[src/rtl/memory_stage_if.sv]
// -----------------------------------------------------------------------------
// memory_stage_if
// Data-memory request/acknowledge bus between the beta memory stage and the
// data memory.
//   dmem_req    master -> slave  access request
//   dmem_we     master -> slave  1 = write (ST), 0 = read (LD/LDR)
//   dmem_addr   master -> slave  word-aligned byte address
//   dmem_wdata  master -> slave  store data
//   dmem_ack    slave  -> master access complete, sampled while dmem_req=1
//   dmem_rdata  slave  -> master read data, valid in the ack cycle
// -----------------------------------------------------------------------------
interface memory_stage_if;
    logic        dmem_req;
    logic        dmem_we;
    logic [31:0] dmem_addr;
    logic [31:0] dmem_wdata;
    logic        dmem_ack;
    logic [31:0] dmem_rdata;

    modport master (
        output dmem_req, dmem_we, dmem_addr, dmem_wdata,
        input  dmem_ack, dmem_rdata
    );

    modport slave (
        input  dmem_req, dmem_we, dmem_addr, dmem_wdata,
        output dmem_ack, dmem_rdata
    );
endinterface

[src/rtl/memory_stage.sv]
// -----------------------------------------------------------------------------
// memory_stage
// Memory stage of the beta pipeline. Latches pc/ir/y/st from execute, issues
// LD/LDR reads and ST writes over the dmem bus, stalls upstream while an access
// is outstanding and hands pc/ir/y/load data to writeback. A request left
// unacknowledged for TIMEOUT stall cycles turns into a memory-fault exception.
// Parameters:
//   TIMEOUT      stall cycles without ack before a fault; 0 = never time out
// Ports:
//   clk, rst     clock, asynchronous active-high reset
//   ir_src_mem   IR source for the instruction in this stage (DATA/NOP/EXCEPT)
//   pc_mem_next, ir_mem_next, y_mem_next, st_mem_next   next stage contents
//   dmem         data-memory bus (master side)
//   stall_mem    freeze upstream stage registers this cycle
//   mem_fault    one-cycle pulse on timeout
//   pc_wb_next, ir_wb_next, y_wb_next, ld_wb_next      values for writeback
// -----------------------------------------------------------------------------
module memory_stage #(
    parameter int unsigned TIMEOUT = 255
) (
    input  logic                  clk,
    input  logic                  rst,
    input  logic [1:0]            ir_src_mem,
    input  logic [31:0]           pc_mem_next,
    input  logic [31:0]           ir_mem_next,
    input  logic [31:0]           y_mem_next,
    input  logic [31:0]           st_mem_next,
    memory_stage_if.master        dmem,
    output logic                  stall_mem,
    output logic                  mem_fault,
    output logic [31:0]           pc_wb_next,
    output logic [31:0]           ir_wb_next,
    output logic [31:0]           y_wb_next,
    output logic [31:0]           ld_wb_next
);
    localparam logic [1:0]  IR_SRC_DATA     = 2'd0;
    localparam logic [1:0]  IR_SRC_NOP      = 2'd1;
    localparam logic [1:0]  IR_SRC_EXCEPT   = 2'd2;
    // ADD(R31,R31,R31) and BNE(R31,0,XP)
    localparam logic [31:0] INST_NOP        = 32'h83FF_F800;
    localparam logic [31:0] INST_BNE_EXCEPT = 32'h77DF_0000;
    localparam logic [5:0]  OP_LD           = 6'h18;
    localparam logic [5:0]  OP_ST           = 6'h19;
    localparam logic [5:0]  OP_LDR          = 6'h1F;

    typedef enum logic [1:0] {S_IDLE, S_BUSY, S_FAULT} state_t;

    state_t      state_q, state_d;
    logic [31:0] timer_q, timer_d;
    logic [31:0] pc_mem_q, ir_mem_q, y_mem_q, st_mem_q;
    logic [5:0]  opcode;
    logic        is_store;
    logic        mem_op;
    logic        req;

    // timer counts stall cycles of the current access, including this one
    function automatic logic timed_out(input logic [31:0] cnt);
        return (TIMEOUT != 0) && (cnt == TIMEOUT);
    endfunction

    assign opcode   = ir_mem_q[31:26];
    assign is_store = (opcode == OP_ST);
    assign mem_op   = (ir_src_mem == IR_SRC_DATA) &&
                      ((opcode == OP_LD) || is_store || (opcode == OP_LDR));

    // Stage registers: hold while stalled so addr/we/wdata stay stable in BUSY
    always_ff @(posedge clk or posedge rst) begin
        if (rst) begin
            pc_mem_q <= '0;
            ir_mem_q <= INST_NOP;
            y_mem_q  <= '0;
            st_mem_q <= '0;
        end else if (!stall_mem) begin
            pc_mem_q <= pc_mem_next;
            ir_mem_q <= ir_mem_next;
            y_mem_q  <= y_mem_next;
            st_mem_q <= st_mem_next;
        end
    end

    // FSM state register
    always_ff @(posedge clk or posedge rst) begin
        if (rst) begin
            state_q <= S_IDLE;
            timer_q <= '0;
        end else begin
            state_q <= state_d;
            timer_q <= timer_d;
        end
    end

    // FSM next state
    always_comb begin
        state_d = state_q;
        timer_d = timer_q;
        case (state_q)
            S_IDLE: begin
                if (mem_op && !dmem.dmem_ack) begin
                    timer_d = 32'd1;
                    state_d = timed_out(32'd1) ? S_FAULT : S_BUSY;
                end
            end
            S_BUSY: begin
                if (dmem.dmem_ack) begin
                    state_d = S_IDLE;
                    timer_d = '0;
                end else begin
                    timer_d = timer_q + 32'd1;
                    if (timed_out(timer_d)) begin
                        state_d = S_FAULT;
                    end
                end
            end
            S_FAULT: begin
                state_d = S_IDLE;
                timer_d = '0;
            end
            default: begin
                state_d = S_IDLE;
                timer_d = '0;
            end
        endcase
    end

    // FSM outputs; dmem_ack feeds stall_mem and ir_wb_next combinationally
    always_comb begin
        req       = 1'b0;
        stall_mem = 1'b0;
        mem_fault = 1'b0;
        case (state_q)
            S_IDLE: begin
                req       = mem_op;
                stall_mem = mem_op && !dmem.dmem_ack;
            end
            S_BUSY: begin
                req       = 1'b1;
                stall_mem = !dmem.dmem_ack;
            end
            S_FAULT: begin
                mem_fault = 1'b1;
            end
            default: ;
        endcase

        if ((ir_src_mem == IR_SRC_EXCEPT) || mem_fault) begin
            ir_wb_next = INST_BNE_EXCEPT;
        end else if ((ir_src_mem == IR_SRC_NOP) || stall_mem) begin
            ir_wb_next = INST_NOP;
        end else begin
            ir_wb_next = ir_mem_q;
        end

        // An ack with req low (annulled op, FAULT cycle) carries no data
        ld_wb_next = (req && dmem.dmem_ack && !is_store) ? dmem.dmem_rdata : 32'd0;
    end

    assign dmem.dmem_req   = req;
    assign dmem.dmem_we    = is_store;
    assign dmem.dmem_addr  = {y_mem_q[31:2], 2'b00};
    assign dmem.dmem_wdata = st_mem_q;
    assign pc_wb_next      = pc_mem_q;
    assign y_wb_next       = y_mem_q;
endmodule

[src/flat_wrapper.sv]
// flat-port wrapper written by rule: the top's interface ports become plain ports
module memory_stage_flat 
#(
    parameter int unsigned TIMEOUT = 255
)
  (clk, rst, ir_src_mem, pc_mem_next, ir_mem_next, y_mem_next, st_mem_next, stall_mem, mem_fault, pc_wb_next, ir_wb_next, y_wb_next, ld_wb_next, dmem_dmem_req, dmem_dmem_we, dmem_dmem_addr, dmem_dmem_wdata, dmem_dmem_ack, dmem_dmem_rdata);
  memory_stage_if dmem_i ();
  input  logic clk;
  input  logic rst;
  input  logic [1:0] ir_src_mem;
  input  logic [31:0] pc_mem_next;
  input  logic [31:0] ir_mem_next;
  input  logic [31:0] y_mem_next;
  input  logic [31:0] st_mem_next;
  output logic stall_mem;
  output logic mem_fault;
  output logic [31:0] pc_wb_next;
  output logic [31:0] ir_wb_next;
  output logic [31:0] y_wb_next;
  output logic [31:0] ld_wb_next;
  output wire logic [$bits(dmem_i.dmem_req)-1:0] dmem_dmem_req;
  output wire logic [$bits(dmem_i.dmem_we)-1:0] dmem_dmem_we;
  output wire logic [$bits(dmem_i.dmem_addr)-1:0] dmem_dmem_addr;
  output wire logic [$bits(dmem_i.dmem_wdata)-1:0] dmem_dmem_wdata;
  input wire logic [$bits(dmem_i.dmem_ack)-1:0] dmem_dmem_ack;
  input wire logic [$bits(dmem_i.dmem_rdata)-1:0] dmem_dmem_rdata;
  assign dmem_dmem_req = dmem_i.dmem_req;
  assign dmem_dmem_we = dmem_i.dmem_we;
  assign dmem_dmem_addr = dmem_i.dmem_addr;
  assign dmem_dmem_wdata = dmem_i.dmem_wdata;
  assign dmem_i.dmem_ack = dmem_dmem_ack;
  assign dmem_i.dmem_rdata = dmem_dmem_rdata;
  memory_stage #(.TIMEOUT(TIMEOUT)) u_core (.clk(clk), .rst(rst), .ir_src_mem(ir_src_mem), .pc_mem_next(pc_mem_next), .ir_mem_next(ir_mem_next), .y_mem_next(y_mem_next), .st_mem_next(st_mem_next), .dmem(dmem_i), .stall_mem(stall_mem), .mem_fault(mem_fault), .pc_wb_next(pc_wb_next), .ir_wb_next(ir_wb_next), .y_wb_next(y_wb_next), .ld_wb_next(ld_wb_next));
endmodule
[config.mk]
export PLATFORM = sky130hd
export DESIGN_NAME = memory_stage_flat
export DESIGN_NICKNAME = d
export VERILOG_FILES = /design/src/rtl/memory_stage_if.sv /design/src/rtl/memory_stage.sv /design/src/flat_wrapper.sv
export SDC_FILE = /design/constraint.sdc
export NUM_CORES = 1
export LEC_CHECK = 0
export ABC_AREA = 0
export CAP_MARGIN = 15
export CORE_MARGIN = 4
export CORE_UTILIZATION = 46
export CTS_CLUSTER_DIAMETER = 200
export DETAILED_ROUTE_END_ITERATION = 16
export GPL_TIMING_DRIVEN = 0
export HOLD_SLACK_MARGIN = 0.05
export PLACE_DENSITY_LB_ADDON = 0.15
export SLEW_MARGIN = 25
export SYNTH_ARGS = -nofsm -noshare
export SYNTH_HDL_FRONTEND = slang
export SYNTH_SLANG_ARGS = --single-unit
[constraint.sdc]
create_clock -name clk -period 11.3 [get_ports clk]
set_input_delay 1.695 -clock clk [delete_from_list [all_inputs] [get_ports clk]]
set_output_delay 1.695 -clock clk [all_outputs]
set_load 0.02 [all_outputs]
==> qor.yml, run 1 <==
routing:
  drt_first_pass_iters: 5
  vias: 6847
  drt-initial-drc-count: 454
  wire_per_inst_um: 19.94
  wl_met1_um: 10060
  ant_nets: 0
  via_per_inst: 5.156
  wl_met2_um: 13500
  route.met3.wl_um: 2487
  routed_wl_um: 26480
  highest_layer: "met5"
  drcViolationCount: 0
placed_design:
  pre_cts_ws_ns: 5.058
  gp_congestion: 0.9002
  hpwl_um: 20630
  placed_area_sq_um: 12030
  portBuffers: 358
  dp_cells: 1295
die:
  start_util_pct: 46.96
  die_h_um: 140.9
  boundaryPins: 361
  fp-row-count: 48
  fp.dieW_um: 140.9
  die_area_sq_um: 19850
  core_area_sq_um: 17300
sta:
  worst_slew_pin_slew_ns: 0.8293
  setup_ws_ns: 5.041
  rsz0062_at_grt: "false"
  period_share_pct: 55.39
  min_period_ns: 6.259
  setup_viol: 0
  skew_ns: 0.008593
  max_freq_mhz: 159.8
  setup_tns_ns: 0
  finalHoldViolCount: 0
  maxSlewHeadroom_pct: 44.29
  slew_viol_final: 0
setup_path:
  cp-end-kind: "output port"
  crit_slowest_cell: "nor3_1"
  crit_required_ns: 9.61
  startpoint: "ir_src_mem[1]"
  cp_slowest_stage_delay_ns: 0.67
  critPathBufInv: 3
  cp_max_fo: 10
  critical_path_class: "in2out"
  path_delay_family: "buffers and inverters"
  r2r-start: "u_core.ir_mem_q[29]"
  worstPathCellList: "clkdlybuf4s50_1, nor2_1, a31oi_1, nor3_1, or2_1, clkbuf_1, o21a_1, clkdlybuf4s50_1"
  cpMostUsedCell: "clkdlybuf4s50_1"
  crit_arrival_ns: 4.56
  startpoint_type: "primary input"
cts:
  cts_htree_levels: 4
  clockRootBuffer: "clkbuf_16"
  clkTransAtPathRegs_ns: 0.06
  numCtsBuffers: 17
  cts_tree: "built"
  cts_resized: 0
  clock-sinks: 162
  postCtsSetupRepairBufs: 0
  cts_buffer_depth: 2
  hold_buffers: 0
  clk_latency_ns: 0.42
final_layout:
  multi_input_area_sq_um: 3482
  drive_above_1_share_pct: 12.16
  layoutNonFillerInstCount: 1328
  fin_nets: 1256
  fillers: 1251
  fin_area_sq_um: 12710
  final_util_pct: 73.46
  seqCellArea_sq_um: 4074
  syn_to_final_growth_pct: 56.42
synth:
  synth_top_cell_by_area: "dfrtp_1"
  yosys-top-cells-area: "dfrtp_1 (45%), mux2_1 (18%), dfstp_2 (5.2%)"
  ys_ff_latch: 162
  synth-edff-count: 0
  synthDistinctLibCells: 64
  yosysWarnings: 0
  ys_async_sr_fraction_pct: 100.0
  netlist_instances: 710
  yosys.area.top_type_share_pct: 44.98
  syn_area_per_cell_sq_um: 11.44
  syn_area_sq_um: 8123
  ys_dominant_reg_cell: "dfrtp_1"
  synth-seq-area-share_pct: 50.15
global_route:
  grt_max_degree: 93
  first_global_vias: 7188
  track_usage_pct: 26.74
  gr-total-overflow: 0
  antenna_found_initial: 2
  grt_pass1_wl_um: 41040
power_and_ir_drop:
  vdd_drop_max_uv: 116.4
  pwr_density_cell_nw_per_um2: 124.3
  power_leakage_nw: 5.251
run_status:
  outcome: "complete, no violations"
hold_path:
  hp-class: "reg2reg"
  worstHoldStart: "u_core.ir_mem_q[9]"
flow_run:
  drv_cap: 0
[cells in the final DEF, fill, tap and decap left out, types with 16 or more instances in the layout]
| cell | synthesis | layout |
|---|---|---|
| clkbuf_1 | 18 | 20 |
| dfrtp_1 | 146 | 146 |
| o21ai_1 | 26 | 26 |
| nor3_1 | 17 | 17 |
| mux2_1 | 128 | 128 |
| clkdlybuf4s50_1 | 0 | 358 |
| nand2_1 | 34 | 34 |
| o21ai_0 | 28 | 28 |
| clkbuf_16 | 0 | 17 |
| nor2_1 | 39 | 39 |
| buf_4 | 33 | 33 |
| and2_1 | 50 | 50 |
| nand3_1 | 16 | 16 |
| dfstp_2 | 16 | 16 |
[cells by family (layout without fill, tap and decap cells)]
| group | count (synthesis) | after routing | synth area share, % |
|---|---|---|---|
| AND/OR/NAND/NOR | 215 | 215 | 15.96 |
| flip-flops | 162 | 162 | 50.15 |
| multiplexers | 131 | 131 | 18.15 |
| AO/OA/AOI/OAI | 97 | 97 | 7.132 |
| buffers and inverters | 92 | 483 | 7.178 |
| XOR/XNOR | 10 | 10 | 1.078 |
| adder cells (fa/ha/maj) | 2 | 2 | 0.3080 |
| other | 1 | 3 | 0.04617 |
[area by class of cell]
cell class / instances / area share, %
inverters: 14 / 0.4727
clock buffers: 19 / 3.407
repair buffers: 359 / 28.42
flip-flops and latches: 162 / 32.06
multi-input cells: 457 / 27.41
well taps: 225 / 2.216
diodes: 1 / 0.01969
clock inverters: 13 / 1.822
plain buffers: 78 / 4.175
[cell usage after synthesis (3+ instances only)]
cell and count:
o21a_1 7, a21oi_1 6, buf_6 10, a31oi_1 9, mux2_1 128, nor4b_1 3
nand4_2 4, and3_1 4, and2_1 50, o21ai_0 28, nand2b_1 9, buf_4 33
xnor2_1 4, o31ai_1 5, dfstp_2 16, o41ai_1 3, nor2_1 39, xor2_1 6
dfrtp_1 146, o21ai_1 26, buf_2 15, o22ai_1 3, clkbuf_1 18, inv_1 14
nand2_1 34, nand4_1 9, nor3_1 17, nand3_1 16
[sequential cells by signal, indices dropped and copies added, names as in the netlist]
register                flops
u_core.dmem.dmem_wdata     32
u_core.y_wb_next           32
u_core.timer_q             32
u_core.state_q              2
u_core.ir_mem_q            32
u_core.pc_wb_next          32
[per-layer routing]
layer / vias up / global-route usage [%]
met5: - / 0
met4: 2 / 6.578
met3: 30 / 11.36
met2: 240 / 46.14
met1: 3366 / 30.84
li1: 3209 / -
[worst paths after layout]
check	endpoint	slack [ns]	cells past startpoint
worst max-delay path	ir_wb_next[21]	5.04	8
worst min-delay path	u_core.ir_mem_q[9]	0.48	1
worst max register to register	u_core.y_wb_next[29]	8.27	7
worst min register to register	u_core.ir_mem_q[9]	0.48	1
max in group asynchronous	u_core.ir_mem_q[16]	8.70	3
min in group asynchronous	u_core.y_wb_next[8]	1.77	2
[per-stage QoR]
step                      hold WS, ns  total power (W)
final                          0.4816         0.001580
after global routing           0.4910         0.001637
after CTS                      0.4868         0.001589
after detailed placement       0.4725        0.0009327
after global placement         0.4647        0.0009270
after floorplan                0.4556        0.0007766
[power breakdown]
group          total (W)  leakage (nW)  switching (W)  internal, W
logic           0.000278          3.00       0.000126     0.000153
registers       0.000644          1.93      0.0000275     0.000617
clock network   0.000657         0.318       0.000242     0.000416
(Power assumes the default switching activity.)
==> inputs of run 2 (changes only) <==
--- a/config.mk
+++ b/config.mk
@@ -8,7 +8,7 @@
 export ABC_AREA = 0
 export CAP_MARGIN = 15
 export CORE_MARGIN = 4
-export CORE_UTILIZATION = 46
+export CORE_UTILIZATION = 38
 export CTS_CLUSTER_DIAMETER = 200
 export DETAILED_ROUTE_END_ITERATION = 16
 export GPL_TIMING_DRIVEN = 0
==> constraint.sdc (replaced) <==
create_clock -name clk -period 5.3 [get_ports clk]
set_input_delay 0.795 -clock clk [delete_from_list [all_inputs] [get_ports clk]]
set_output_delay 0.795 -clock clk [all_outputs]
set_load 0.02 [all_outputs]
==> run 2 against run 1 <==
Sequential power grew 110%. Cell area shrank 0.28%. Clock-buffer cell count grew 2. Highest routed layer is now met4.
==> qor.yml, run 2 (synthesized netlist as in run 1, its figures left out) <==
cts:
  cts_resized: 0
  cts_tree: "built"
  postCtsSetupRepairBufs: 0
  clkTransAtPathRegs_ns: 0.07
  cts_htree_levels: 4
  numCtsBuffers: 17
  hold_buffers: 0
  clock-sinks: 162
  clk_latency_ns: 0.43
  cts_buffer_depth: 2
  clockRootBuffer: "clkbuf_16"
die:
  boundaryPins: 361
  die_h_um: 154.2
  start_util_pct: 38.64
  die_area_sq_um: 23780
  core_area_sq_um: 21020
  fp-row-count: 53
  fp.dieW_um: 154.2
placed_design:
  dp_cells: 1346
  hpwl_um: 19870
  placed_area_sq_um: 12120
  portBuffers: 358
  gp_congestion: 0.8657
global_route:
  grt_max_degree: 95
  gr-total-overflow: 0
  grt_pass1_wl_um: 39640
  track_usage_pct: 21.18
  antenna_found_initial: 1
  first_global_vias: 7036
final_layout:
  layout_commonest_cell: "clkdlybuf4s50_1"
  seqCellArea_sq_um: 4074
  syn_to_final_growth_pct: 55.98
  drive_above_1_share_pct: 12.06
  fillers: 1744
  final_cell_mix: "clkdlybuf4s50_1 (358), dfrtp_1 (146), mux2_1 (128)"
  final_util_pct: 60.27
  multi_input_area_sq_um: 3476
  fin_area_sq_um: 12670
  fin_nets: 1257
  layoutNonFillerInstCount: 1379
routing:
  wl_met2_um: 12850
  wl_met1_um: 10230
  routed_wl_um: 25490
  ant_nets: 0
  drcViolationCount: 0
  wire_per_inst_um: 18.49
  drt-initial-drc-count: 379
  drt_first_pass_iters: 5
  via_per_inst: 4.890
  route.met3.wl_um: 2179
  vias: 6743
  highest_layer: "met4"
hold_path:
  hp-class: "reg2reg"
setup_path:
  crit_arrival_ns: 3.76
  startpoint_type: "primary input"
  cp-end-kind: "output port"
  crit_required_ns: 4.51
  critical_path_class: "in2out"
  cp_max_fo: 10
power_and_ir_drop:
  vdd_drop_max_uv: 222.9
  pwr_density_cell_nw_per_um2: 246.5
  power_leakage_nw: 5.198
sta:
  period_share_pct: 85.86
  worst_slew_pin_slew_ns: 0.9295
  fin_hold_ws_ns: 0.4834
  max_freq_mhz: 219.8
  skew_ns: 0.01740
  finalHoldViolCount: 0
  min_period_ns: 4.551
  maxSlewHeadroom_pct: 37.56
  setup_viol: 0
  slew_viol_final: 0
  rsz0062_at_grt: "false"
run_status:
  outcome: "complete, no violations"
flow_run:
  drv_cap: 0
==> run 2: cell type report <==
cell class | count | area share [%]
Tap cell | 275 | 2.716
Inverter | 14 | 0.4740
Timing Repair Buffer | 360 | 28.72
Sequential cell | 162 | 32.15
Antenna cell | 1 | 0.01975
Multi-Input combinational cell | 457 | 27.43
Clock inverter | 11 | 0.7407
Buffer | 78 | 4.187
Clock buffer | 21 | 3.555
==> run 2: worst max-delay path, stage by stage <==
cell and delay (ns):
clkdlybuf4s50_1 0.45, nor2_1 0.16, a31oi_1 0.16, nor3_1 0.75, or2_1 0.22, clkbuf_1 0.41, o21a_1 0.17, clkdlybuf4s50_1 0.63
==> run 2: worst paths after layout <==
| kind | start | cells past startpoint | end | slack, ns |
|---|---|---|---|---|
| max | ir_src_mem[1] | 8 | ir_wb_next[11] | 0.75 |
| min | u_core.ir_mem_q[2] | 1 | u_core.ir_mem_q[2] | 0.48 |
| max reg2reg | u_core.ir_mem_q[29] | 7 | u_core.ir_mem_q[27] | 2.25 |
| min reg2reg | u_core.ir_mem_q[2] | 1 | u_core.ir_mem_q[2] | 0.48 |
| max in group asynchronous | rst | 4 | u_core.ir_mem_q[17] | 3.62 |
| min in group asynchronous | rst | 2 | u_core.y_wb_next[8] | 0.63 |
==> run 2: power breakdown <==
| part | internal [W] | switching, W | leakage [nW] | total, W |
|---|---|---|---|---|
| clock | 0.000624 | 0.000538 | 0.254 | 0.00116 |
| sequential | 0.00131 | 0.0000552 | 1.93 | 0.00137 |
| combinational | 0.000328 | 0.000264 | 3.01 | 0.000592 |
| total | 0.00227 | 0.000857 | 5.20 | 0.00312 |
==> run 2: stage by stage <==
stage,worst slack [ns],total power [W],setup TNS (ns)
4_1_cts,0.7870,0.003160,0
6_report,0.7494,0.003123,0
5_1_grt,0.5494,0.003261,0
2_1_floorplan,0.1549,0.001656,0
3_5_place_dp,0.7997,0.001989,0
3_3_place_gp,-2.366,0.001976,-350.86
==> run 2: routing by layer <==
layer  GRT usage, %  up-vias
met2          36.71      228
met4          4.331        0
met5              0        -
met3          8.198       16
met1          25.15     3283
li1               -     3216
